$ cat config.mk
export PLATFORM = sky130hd
export DESIGN_NAME = uart_stream_ctrl_flat
export DESIGN_NICKNAME = d
export VERILOG_FILES = /design/src/rtl/uart_app_pkg.sv /design/src/rtl/uart_stream_ctrl_if.sv /design/src/rtl/uart_char_xform.sv /design/src/rtl/uart_stream_ctrl.sv /design/src/flat_wrapper.sv
export SDC_FILE = /design/constraint.sdc
export NUM_CORES = 1
export LEC_CHECK = 0
export ABC_AREA = 1
export BUFFER_PORTS_ARGS = -buffer_cell sky130_fd_sc_hd__buf_4
export CAP_MARGIN = 25
export CORE_MARGIN = 5
export CORE_UTILIZATION = 40
export DETAILED_ROUTE_END_ITERATION = 8
export PLACE_DENSITY = 0.58
export SKIP_LAST_GASP = 1
export SLEW_MARGIN = 20
export SYNTH_ARGS = -nofsm -noshare
export SYNTH_HDL_FRONTEND = slang
export SYNTH_SLANG_ARGS = --single-unit
export TNS_END_PERCENT = 50
$ cat constraint.sdc
create_clock -name clk_i -period 6.1 [get_ports clk_i]
set_clock_uncertainty 0.05 [all_clocks]
set_input_delay 0.305 -clock clk_i [delete_from_list [all_inputs] [get_ports clk_i]]
set_output_delay 0.305 -clock clk_i [all_outputs]
set_load 0.01 [all_outputs]
$ cat src/rtl/uart_app_pkg.sv
// Shared definitions for the UART stream controller: FSM state encoding,
// control character codes and echo transform selectors.
package uart_app_pkg;

    typedef enum logic [4:0] {
        S_INIT    = 5'd0,
        S_B_CHK   = 5'd1,
        S_B_STB   = 5'd2,
        S_B_NXT   = 5'd3,
        S_CR      = 5'd4,
        S_CR_STB  = 5'd5,
        S_CR_NXT  = 5'd6,
        S_LF      = 5'd7,
        S_LF_STB  = 5'd8,
        S_LF_NXT  = 5'd9,
        S_B_REP   = 5'd10,
        S_E_WAIT  = 5'd11,
        S_E_RD    = 5'd12,
        S_E_CAP   = 5'd13,
        S_E_CHK   = 5'd14,
        S_E_STB   = 5'd15,
        S_E_END   = 5'd16
    } state_t;

    localparam int CHAR_CR    = 13;
    localparam int CHAR_LF    = 10;

    localparam int ECHO_RAW   = 0;
    localparam int ECHO_UPPER = 1;
    localparam int ECHO_INV   = 2;

endpackage

$ cat src/rtl/uart_stream_ctrl_if.sv
// Signal bundle between the stream controller and the jtag_uart.
// The master side is the controller; the slave side is the UART.
interface uart_stream_ctrl_if #(
    parameter int DATA_W = 8
);
    logic              uart_nwr_o;
    logic [DATA_W-1:0] uart_data_o;
    logic              uart_rd_o;
    logic [DATA_W-1:0] uart_data_i;
    logic              uart_txfl_i;
    logic              uart_rxmt_i;

    modport master (
        output uart_nwr_o,
        output uart_data_o,
        output uart_rd_o,
        input  uart_data_i,
        input  uart_txfl_i,
        input  uart_rxmt_i
    );

    modport slave (
        input  uart_nwr_o,
        input  uart_data_o,
        input  uart_rd_o,
        output uart_data_i,
        output uart_txfl_i,
        output uart_rxmt_i
    );
endinterface

$ cat src/rtl/uart_char_xform.sv
// Combinational transform applied to echoed characters: pass-through,
// lowercase-to-uppercase, or bitwise inversion.
module uart_char_xform
    import uart_app_pkg::*;
#(
    parameter int DATA_W    = 8,
    parameter int ECHO_MODE = 0
) (
    input  logic [DATA_W-1:0] char_i,
    output logic [DATA_W-1:0] char_o
);

    localparam logic [DATA_W-1:0] LOW_A = DATA_W'(97);
    localparam logic [DATA_W-1:0] LOW_Z = DATA_W'(122);
    localparam logic [DATA_W-1:0] CASE_OFS = DATA_W'(32);

    always_comb begin
        char_o = char_i;
        case (ECHO_MODE)
            ECHO_RAW:   char_o = char_i;
            ECHO_UPPER: begin
                if (char_i >= LOW_A && char_i <= LOW_Z) begin
                    char_o = char_i - CASE_OFS;
                end
            end
            ECHO_INV:   char_o = ~char_i;
            default:    char_o = char_i;
        endcase
    end

endmodule

$ cat src/rtl/uart_stream_ctrl.sv
// Application controller for jtag_uart: sends a character banner after reset,
// then echoes received characters, respecting TX-full and RX-empty flow control.
module uart_stream_ctrl
    import uart_app_pkg::*;
#(
    parameter int DATA_W      = 8,
    parameter int FIRST_CHAR  = 65,
    parameter int LAST_CHAR   = 90,
    parameter int BANNER_REPS = 1,
    parameter int CRLF_EN     = 1,
    parameter int ECHO_MODE   = 0,
    parameter int CNT_W       = 16
) (
    input  logic             clk_i,
    input  logic             nreset_i,
    input  logic             restart_i,
    uart_stream_ctrl_if.master jtag,
    output logic             banner_done_o,
    output logic [CNT_W-1:0] tx_count_o,
    output logic [CNT_W-1:0] rx_count_o
);

    localparam logic [DATA_W-1:0] FIRST_V = DATA_W'(FIRST_CHAR);
    localparam logic [DATA_W-1:0] LAST_V  = DATA_W'(LAST_CHAR);
    localparam logic [DATA_W-1:0] CR_V    = DATA_W'(CHAR_CR);
    localparam logic [DATA_W-1:0] LF_V    = DATA_W'(CHAR_LF);
    localparam logic [15:0]       REPS_V  = 16'(BANNER_REPS);

    state_t state, state_nxt;

    logic [DATA_W-1:0] char_q, char_d;
    logic [DATA_W-1:0] data_q, data_d;
    logic [15:0]       rep_q, rep_d;
    logic [CNT_W-1:0]  tx_q, tx_d;
    logic [CNT_W-1:0]  rx_q, rx_d;
    logic              nwr_q, nwr_d;
    logic              rd_q, rd_d;
    logic              done_q, done_d;
    logic              pend_q, pend_d;
    logic              ret_echo_q, ret_echo_d;
    logic              cr_q, cr_d;
    logic [DATA_W-1:0] xf_data;
    logic [15:0]       rep_inc;

    assign rep_inc = rep_q + 16'd1;

    uart_char_xform #(
        .DATA_W    (DATA_W),
        .ECHO_MODE (ECHO_MODE)
    ) u_xform (
        .char_i (jtag.uart_data_i),
        .char_o (xf_data)
    );

    always_ff @(posedge clk_i) begin
        if (!nreset_i) begin
            state <= S_INIT;
        end else begin
            state <= state_nxt;
        end
    end

    always_comb begin
        state_nxt = state;
        case (state)
            S_INIT:   state_nxt = (BANNER_REPS == 0) ? S_E_WAIT : S_B_CHK;
            S_B_CHK:  if (!jtag.uart_txfl_i) state_nxt = S_B_STB;
            S_B_STB:  state_nxt = S_B_NXT;
            S_B_NXT: begin
                if (char_q < LAST_V)   state_nxt = S_B_CHK;
                else if (CRLF_EN != 0) state_nxt = S_CR;
                else                   state_nxt = S_B_REP;
            end
            S_CR:     if (!jtag.uart_txfl_i) state_nxt = S_CR_STB;
            S_CR_STB: state_nxt = S_CR_NXT;
            S_CR_NXT: state_nxt = S_LF;
            S_LF:     if (!jtag.uart_txfl_i) state_nxt = S_LF_STB;
            S_LF_STB: state_nxt = S_LF_NXT;
            S_LF_NXT: state_nxt = ret_echo_q ? S_E_WAIT : S_B_REP;
            S_B_REP:  state_nxt = (rep_inc < REPS_V) ? S_B_CHK : S_E_WAIT;
            // A pending restart outranks a waiting RX character
            S_E_WAIT: begin
                if (pend_q)                   state_nxt = S_INIT;
                else if (!jtag.uart_rxmt_i)   state_nxt = S_E_RD;
            end
            S_E_RD:   state_nxt = S_E_CAP;
            S_E_CAP:  state_nxt = S_E_CHK;
            S_E_CHK:  if (!jtag.uart_txfl_i) state_nxt = S_E_STB;
            S_E_STB:  state_nxt = S_E_END;
            S_E_END:  state_nxt = ((CRLF_EN != 0) && cr_q) ? S_LF : S_E_WAIT;
            default:  state_nxt = S_INIT;
        endcase
    end

    // Data is loaded when leaving a check state, so it is already stable the
    // cycle before the strobe and is held through the cycle after it.
    always_comb begin
        char_d     = char_q;
        data_d     = data_q;
        rep_d      = rep_q;
        tx_d       = tx_q;
        rx_d       = rx_q;
        nwr_d      = 1'b1;
        rd_d       = 1'b0;
        done_d     = done_q;
        pend_d     = pend_q | restart_i;
        ret_echo_d = ret_echo_q;
        cr_d       = cr_q;
        case (state)
            S_INIT: begin
                char_d     = FIRST_V;
                rep_d      = 16'd0;
                ret_echo_d = 1'b0;
                if (BANNER_REPS == 0) done_d = 1'b1;
            end
            S_B_CHK:  if (!jtag.uart_txfl_i) data_d = char_q;
            S_B_STB: begin
                nwr_d = 1'b0;
                tx_d  = tx_q + CNT_W'(1);
            end
            S_B_NXT: begin
                if (char_q < LAST_V) char_d = char_q + DATA_W'(1);
                else                 ret_echo_d = 1'b0;
            end
            S_CR:     if (!jtag.uart_txfl_i) data_d = CR_V;
            S_CR_STB: begin
                nwr_d = 1'b0;
                tx_d  = tx_q + CNT_W'(1);
            end
            S_LF:     if (!jtag.uart_txfl_i) data_d = LF_V;
            S_LF_STB: begin
                nwr_d = 1'b0;
                tx_d  = tx_q + CNT_W'(1);
            end
            S_B_REP: begin
                rep_d = rep_inc;
                if (rep_inc < REPS_V) char_d = FIRST_V;
                else                  done_d = 1'b1;
            end
            S_E_WAIT: begin
                if (pend_q) begin
                    done_d = 1'b0;
                    pend_d = restart_i;
                end else if (!jtag.uart_rxmt_i) begin
                    rd_d = 1'b1;
                end
            end
            S_E_CAP: begin
                data_d = xf_data;
                cr_d   = (jtag.uart_data_i == CR_V);
                rx_d   = rx_q + CNT_W'(1);
            end
            S_E_STB: begin
                nwr_d = 1'b0;
                tx_d  = tx_q + CNT_W'(1);
            end
            S_E_END:  if ((CRLF_EN != 0) && cr_q) ret_echo_d = 1'b1;
            default: ;
        endcase
    end

    always_ff @(posedge clk_i) begin
        if (!nreset_i) begin
            char_q     <= FIRST_V;
            data_q     <= '0;
            rep_q      <= '0;
            tx_q       <= '0;
            rx_q       <= '0;
            nwr_q      <= 1'b1;
            rd_q       <= 1'b0;
            done_q     <= 1'b0;
            pend_q     <= 1'b0;
            ret_echo_q <= 1'b0;
            cr_q       <= 1'b0;
        end else begin
            char_q     <= char_d;
            data_q     <= data_d;
            rep_q      <= rep_d;
            tx_q       <= tx_d;
            rx_q       <= rx_d;
            nwr_q      <= nwr_d;
            rd_q       <= rd_d;
            done_q     <= done_d;
            pend_q     <= pend_d;
            ret_echo_q <= ret_echo_d;
            cr_q       <= cr_d;
        end
    end

    assign jtag.uart_nwr_o  = nwr_q;
    assign jtag.uart_data_o = data_q;
    assign jtag.uart_rd_o   = rd_q;
    assign banner_done_o    = done_q;
    assign tx_count_o       = tx_q;
    assign rx_count_o       = rx_q;

endmodule

$ cat src/flat_wrapper.sv
// flat-port wrapper written by rule: the top's interface ports become plain ports
module uart_stream_ctrl_flat import uart_app_pkg::*;
#(
    parameter int DATA_W      = 8,
    parameter int FIRST_CHAR  = 65,
    parameter int LAST_CHAR   = 90,
    parameter int BANNER_REPS = 1,
    parameter int CRLF_EN     = 1,
    parameter int ECHO_MODE   = 0,
    parameter int CNT_W       = 16
)
  (clk_i, nreset_i, restart_i, banner_done_o, tx_count_o, rx_count_o, jtag_uart_nwr_o, jtag_uart_data_o, jtag_uart_rd_o, jtag_uart_data_i, jtag_uart_txfl_i, jtag_uart_rxmt_i);
  uart_stream_ctrl_if #(.DATA_W(DATA_W)) jtag_i ();
  input  logic clk_i;
  input  logic nreset_i;
  input  logic restart_i;
  output logic banner_done_o;
  output logic [CNT_W-1:0] tx_count_o;
  output logic [CNT_W-1:0] rx_count_o;
  output wire logic [$bits(jtag_i.uart_nwr_o)-1:0] jtag_uart_nwr_o;
  output wire logic [$bits(jtag_i.uart_data_o)-1:0] jtag_uart_data_o;
  output wire logic [$bits(jtag_i.uart_rd_o)-1:0] jtag_uart_rd_o;
  input wire logic [$bits(jtag_i.uart_data_i)-1:0] jtag_uart_data_i;
  input wire logic [$bits(jtag_i.uart_txfl_i)-1:0] jtag_uart_txfl_i;
  input wire logic [$bits(jtag_i.uart_rxmt_i)-1:0] jtag_uart_rxmt_i;
  assign jtag_uart_nwr_o = jtag_i.uart_nwr_o;
  assign jtag_uart_data_o = jtag_i.uart_data_o;
  assign jtag_uart_rd_o = jtag_i.uart_rd_o;
  assign jtag_i.uart_data_i = jtag_uart_data_i;
  assign jtag_i.uart_txfl_i = jtag_uart_txfl_i;
  assign jtag_i.uart_rxmt_i = jtag_uart_rxmt_i;
  uart_stream_ctrl #(.DATA_W(DATA_W), .FIRST_CHAR(FIRST_CHAR), .LAST_CHAR(LAST_CHAR), .BANNER_REPS(BANNER_REPS), .CRLF_EN(CRLF_EN), .ECHO_MODE(ECHO_MODE), .CNT_W(CNT_W)) u_core (.clk_i(clk_i), .nreset_i(nreset_i), .restart_i(restart_i), .jtag(jtag_i), .banner_done_o(banner_done_o), .tx_count_o(tx_count_o), .rx_count_o(rx_count_o));
endmodule
==> key figures <==
GRT
  – Initial antenna violation count: 0
  – GRT overflow: 0
  – Gr usage total: 0.172
  – Vias in the first global route: 3574
  – Largest net degree at the start of global routing: 46
  – First-pass GRT wire length: 16600 um

Floorplanning
  – Rows: 36
  – I/O pin count: 56
  – Initial core utilization: 0.410
  – Width of the die: 110 um
  – Core area: 9730 sq um
  – Chip Height: 110 um
  – Die area: 12100 sq um

Worst setup path
  – Crit path required time: 6.28 ns
  – Worst setup SP type: flip-flop
  – Crit-path cells: inv_1 -> nand2_1 -> nor2_1 -> nand2_1 -> nor2_1 -> nand4_1 -> nor3_1 -> nand3_1 -> o21ai_1 -> a21oi_1
  – Top cell family by delay on the critical path: simple AND/OR/NAND/NOR gates
  – Critical Path Fanout Max: 16
  – Critical path class: reg2reg
  – R2r endpoint: u_core.rx_count_o[15]
  – Worst path max stage delay: 0.38 ns
  – R2R cell count: 10
  – Crit path max-delay cell type: dfxtp_1
  – Crit path DAT: 2.45 ns
  – Crit end category: flip-flop
  – Worst reg2reg path startpoint: u_core.state[1]
  – R2r setup slk: 3.83 ns
  – WP buf/inv: 1

Timing
  – Max Slew Vio Count: 0
  – Slew HR: 0.425
  – Fin. Hold Viols: 0
  – Setup_tns: 0 ns
  – Finish-stage setup viols: 0
  – Fmax: 441 MHz
  – RSZ-0062 raised after global routing: false
  – Period utilization: 0.372
  – Period minus WS final: 2.27 ns
  – Least-Margin Pin Slew: 0.862 ns

CTS
  – CTS H-tree depth: 3
  – CTS clk-pin slew, worst paths: 0.08 ns
  – CTS Sinks: 75
  – Clock Tree Buf Depth: 2
  – Post-CTS Setup Bufs: 0
  – CTS Buf Count: 9
  – Hold buffer count at CTS: 0
  – Worst-Skew Late Latency: 0.34 ns
  – Resize count post-CTS: 0
  – CTS tree: built
  – Clock root cell: clkbuf_8

Synthesis
  – Top-area cell type share of the netlist area: 0.376
  – Number of library cell types mapped by synthesis: 39
  – Synth Register Bits: 75
  – Post-synthesis sequential area ratio: 0.376
  – Synth area leaders: dfxtp_1 (38%), nand2_1 (13%), inv_1 (7.6%), nor2_1 (6.9%), a21oi_1 (6.1%)
  – Synthesized area: 3990 sq um
  – Syn nets: 620
  – Avg Inst Size Synth: 6.63 sq um
  – Synth area leader: dfxtp_1
  – Synth warn: 0
  – Post-Synthesis Cells: 602

Route
  – DR vias/cell: 4.95
  – Via count: 3929
  – Drt first pass iters: 5
  – Total routed wirelength: 10100 um
  – DRC Markers: 0
  – DRT antenna net count: 0
  – Wire length per cell: 12.7 um
  – DRT iter0 DRCs: 195

Hold path
  – Min-delay src: jtag_uart_rxmt_i
  – Hold endpoint: u_core.jtag.uart_rd_o
  – Worst hold path class: in2reg
  – Hold Path Depth: 2

Placement
  – Placed Area: 4510 sq um
  – Total placed cells including tap cells: 778
  – GP Congestion: 0.903
  – Port bufs: 55
  – Post-detail-place hpwl: 7460 um

Flow run
  – Max-capacitance violation count: 0

Layout
  – Post-layout net count: 674
  – Post-Layout Cell Count: 794
  – Number of diodes: 0
  – Layout cells sized above 1: 0.153
  – Fill cells: 1040
  – Post-route cell area: 4690 sq um
  – Area delta synth->final: 17.6%

Power and ir drop
  – Power Dens Cells: 268 nW/um^2
  – Leakage dissipation: 0.00193 uW
  – Worst vdd ir: 0.106 mV

Outcome
  – Status: finished, final reports clean
[state kept, by name, summed over array words and instances (netlist names), 5 cells and up]
name                     cells
u_core.state                 5
u_core.jtag.uart_data_o      8
u_core.rep_q                16
u_core.tx_count_o           16
u_core.char_q                8
u_core.rx_count_o           16
[cell families after synthesis]
family          after synthesis  share of synthesized area
xor+xnor                      9                     0.0198
buf+inv                     100                     0.0963
compound gates              105                      0.149
flops                        75                      0.376
simple gates                308                      0.343
fa+ha+maj                     5                     0.0157
[layout make-up]
class / instances / area, sq um / share of cell area
repair buffers: 55 / 413 / 0.0880
clock buffers: 10 / 138 / 0.0293
multi-input cells: 427 / 2100 / 0.448
well taps: 133 / 166 / 0.0355
inverters: 88 / 330 / 0.0704
flip-flops and latches: 75 / 1500 / 0.320
clock inverters: 6 / 38.8 / 0.00827
[worst register-to-register path, stage by stage (launching register included)]
cell,delay (ns)
dfxtp_1,0.38
inv_1,0.07
nand2_1,0.06
nor2_1,0.17
nand2_1,0.34
nor2_1,0.33
nand4_1,0.18
nor3_1,0.25
nand3_1,0.14
o21ai_1,0.14
a21oi_1,0.05
[where the power goes]
group	switching, uW	internal, uW	leakage, uW
registers	37.8	529	0.000607
logic	228	115	0.00123
clock network	191	158	0.0000885
[placed cells by master (no fill, tap or decap), types with 2 or more instances in the layout]
master,instances
nand3_2,3
a21oi_1,49
o21bai_1,2
o22ai_1,2
a211oi_1,3
buf_4,55
nor2_4,2
o21ai_0,31
nor3_1,13
a31oi_1,5
nand3_1,40
inv_2,6
nand4_1,16
o21ai_2,2
nand2_4,2
clkinvlp_4,2
xor2_1,8
ha_1,5
dfxtp_1,75
inv_1,81
clkinv_2,3
nor3b_1,5
o21ai_1,3
o211ai_1,3
nand2_2,3
nand2_1,140
clkbuf_8,10
nor2_1,73
nor2_2,8
[metal layers]
layer  up-vias  part of all wire  track usage
met5         -                 0            0
met4         0            0.0069       0.0525
met3         6             0.037       0.0341
met2        67              0.48        0.278
met1      1797              0.48        0.232
li1       2059                 -            -
[through the flow]
step | hold slack [ns] | power (uW) | utilization | worst slack, ns
after floorplan | 0.334 | 817 | - | 4.12
final | 0.0729 | 1260 | 0.482 | 3.83
after CTS | 0.0461 | 1280 | 0.482 | 3.80
after global routing | 0.0607 | 1330 | 0.482 | 3.50
after detailed placement | 0.413 | 922 | 0.464 | 3.85
after global placement | 0.410 | 919 | 0.464 | 3.88
[worst max-delay path by stage]
stage                          from                    end  cells after the start
global route        u_core.state[0]  u_core.rx_count_o[11]                      9
CTS                 u_core.state[1]  u_core.rx_count_o[15]                     10
detailed placement  u_core.state[1]  u_core.rx_count_o[15]                     10
finish              u_core.state[1]  u_core.rx_count_o[15]                     10
floorplan           u_core.rep_q[0]       u_core.char_q[0]                     15
global placement    u_core.state[1]  u_core.rx_count_o[15]                     10
[synthesized netlist by cell type (all sizes together)]
master,count
o221ai,1
ha,5
buf,4
o21ai,36
dfxtp,75
nor3,14
nor4,1
a31oi,5
o31ai,1
nand3,43
o21bai,3
xor2,8
o211ai,4
clkinv,1
nor3b,5
nand2,145
clkbuf,8
nand4,16
a21oi,50
a211oi,3
o22ai,2
xnor2,1
nor2,83
inv,87
and3,1
(Power assumes the default switching activity.)
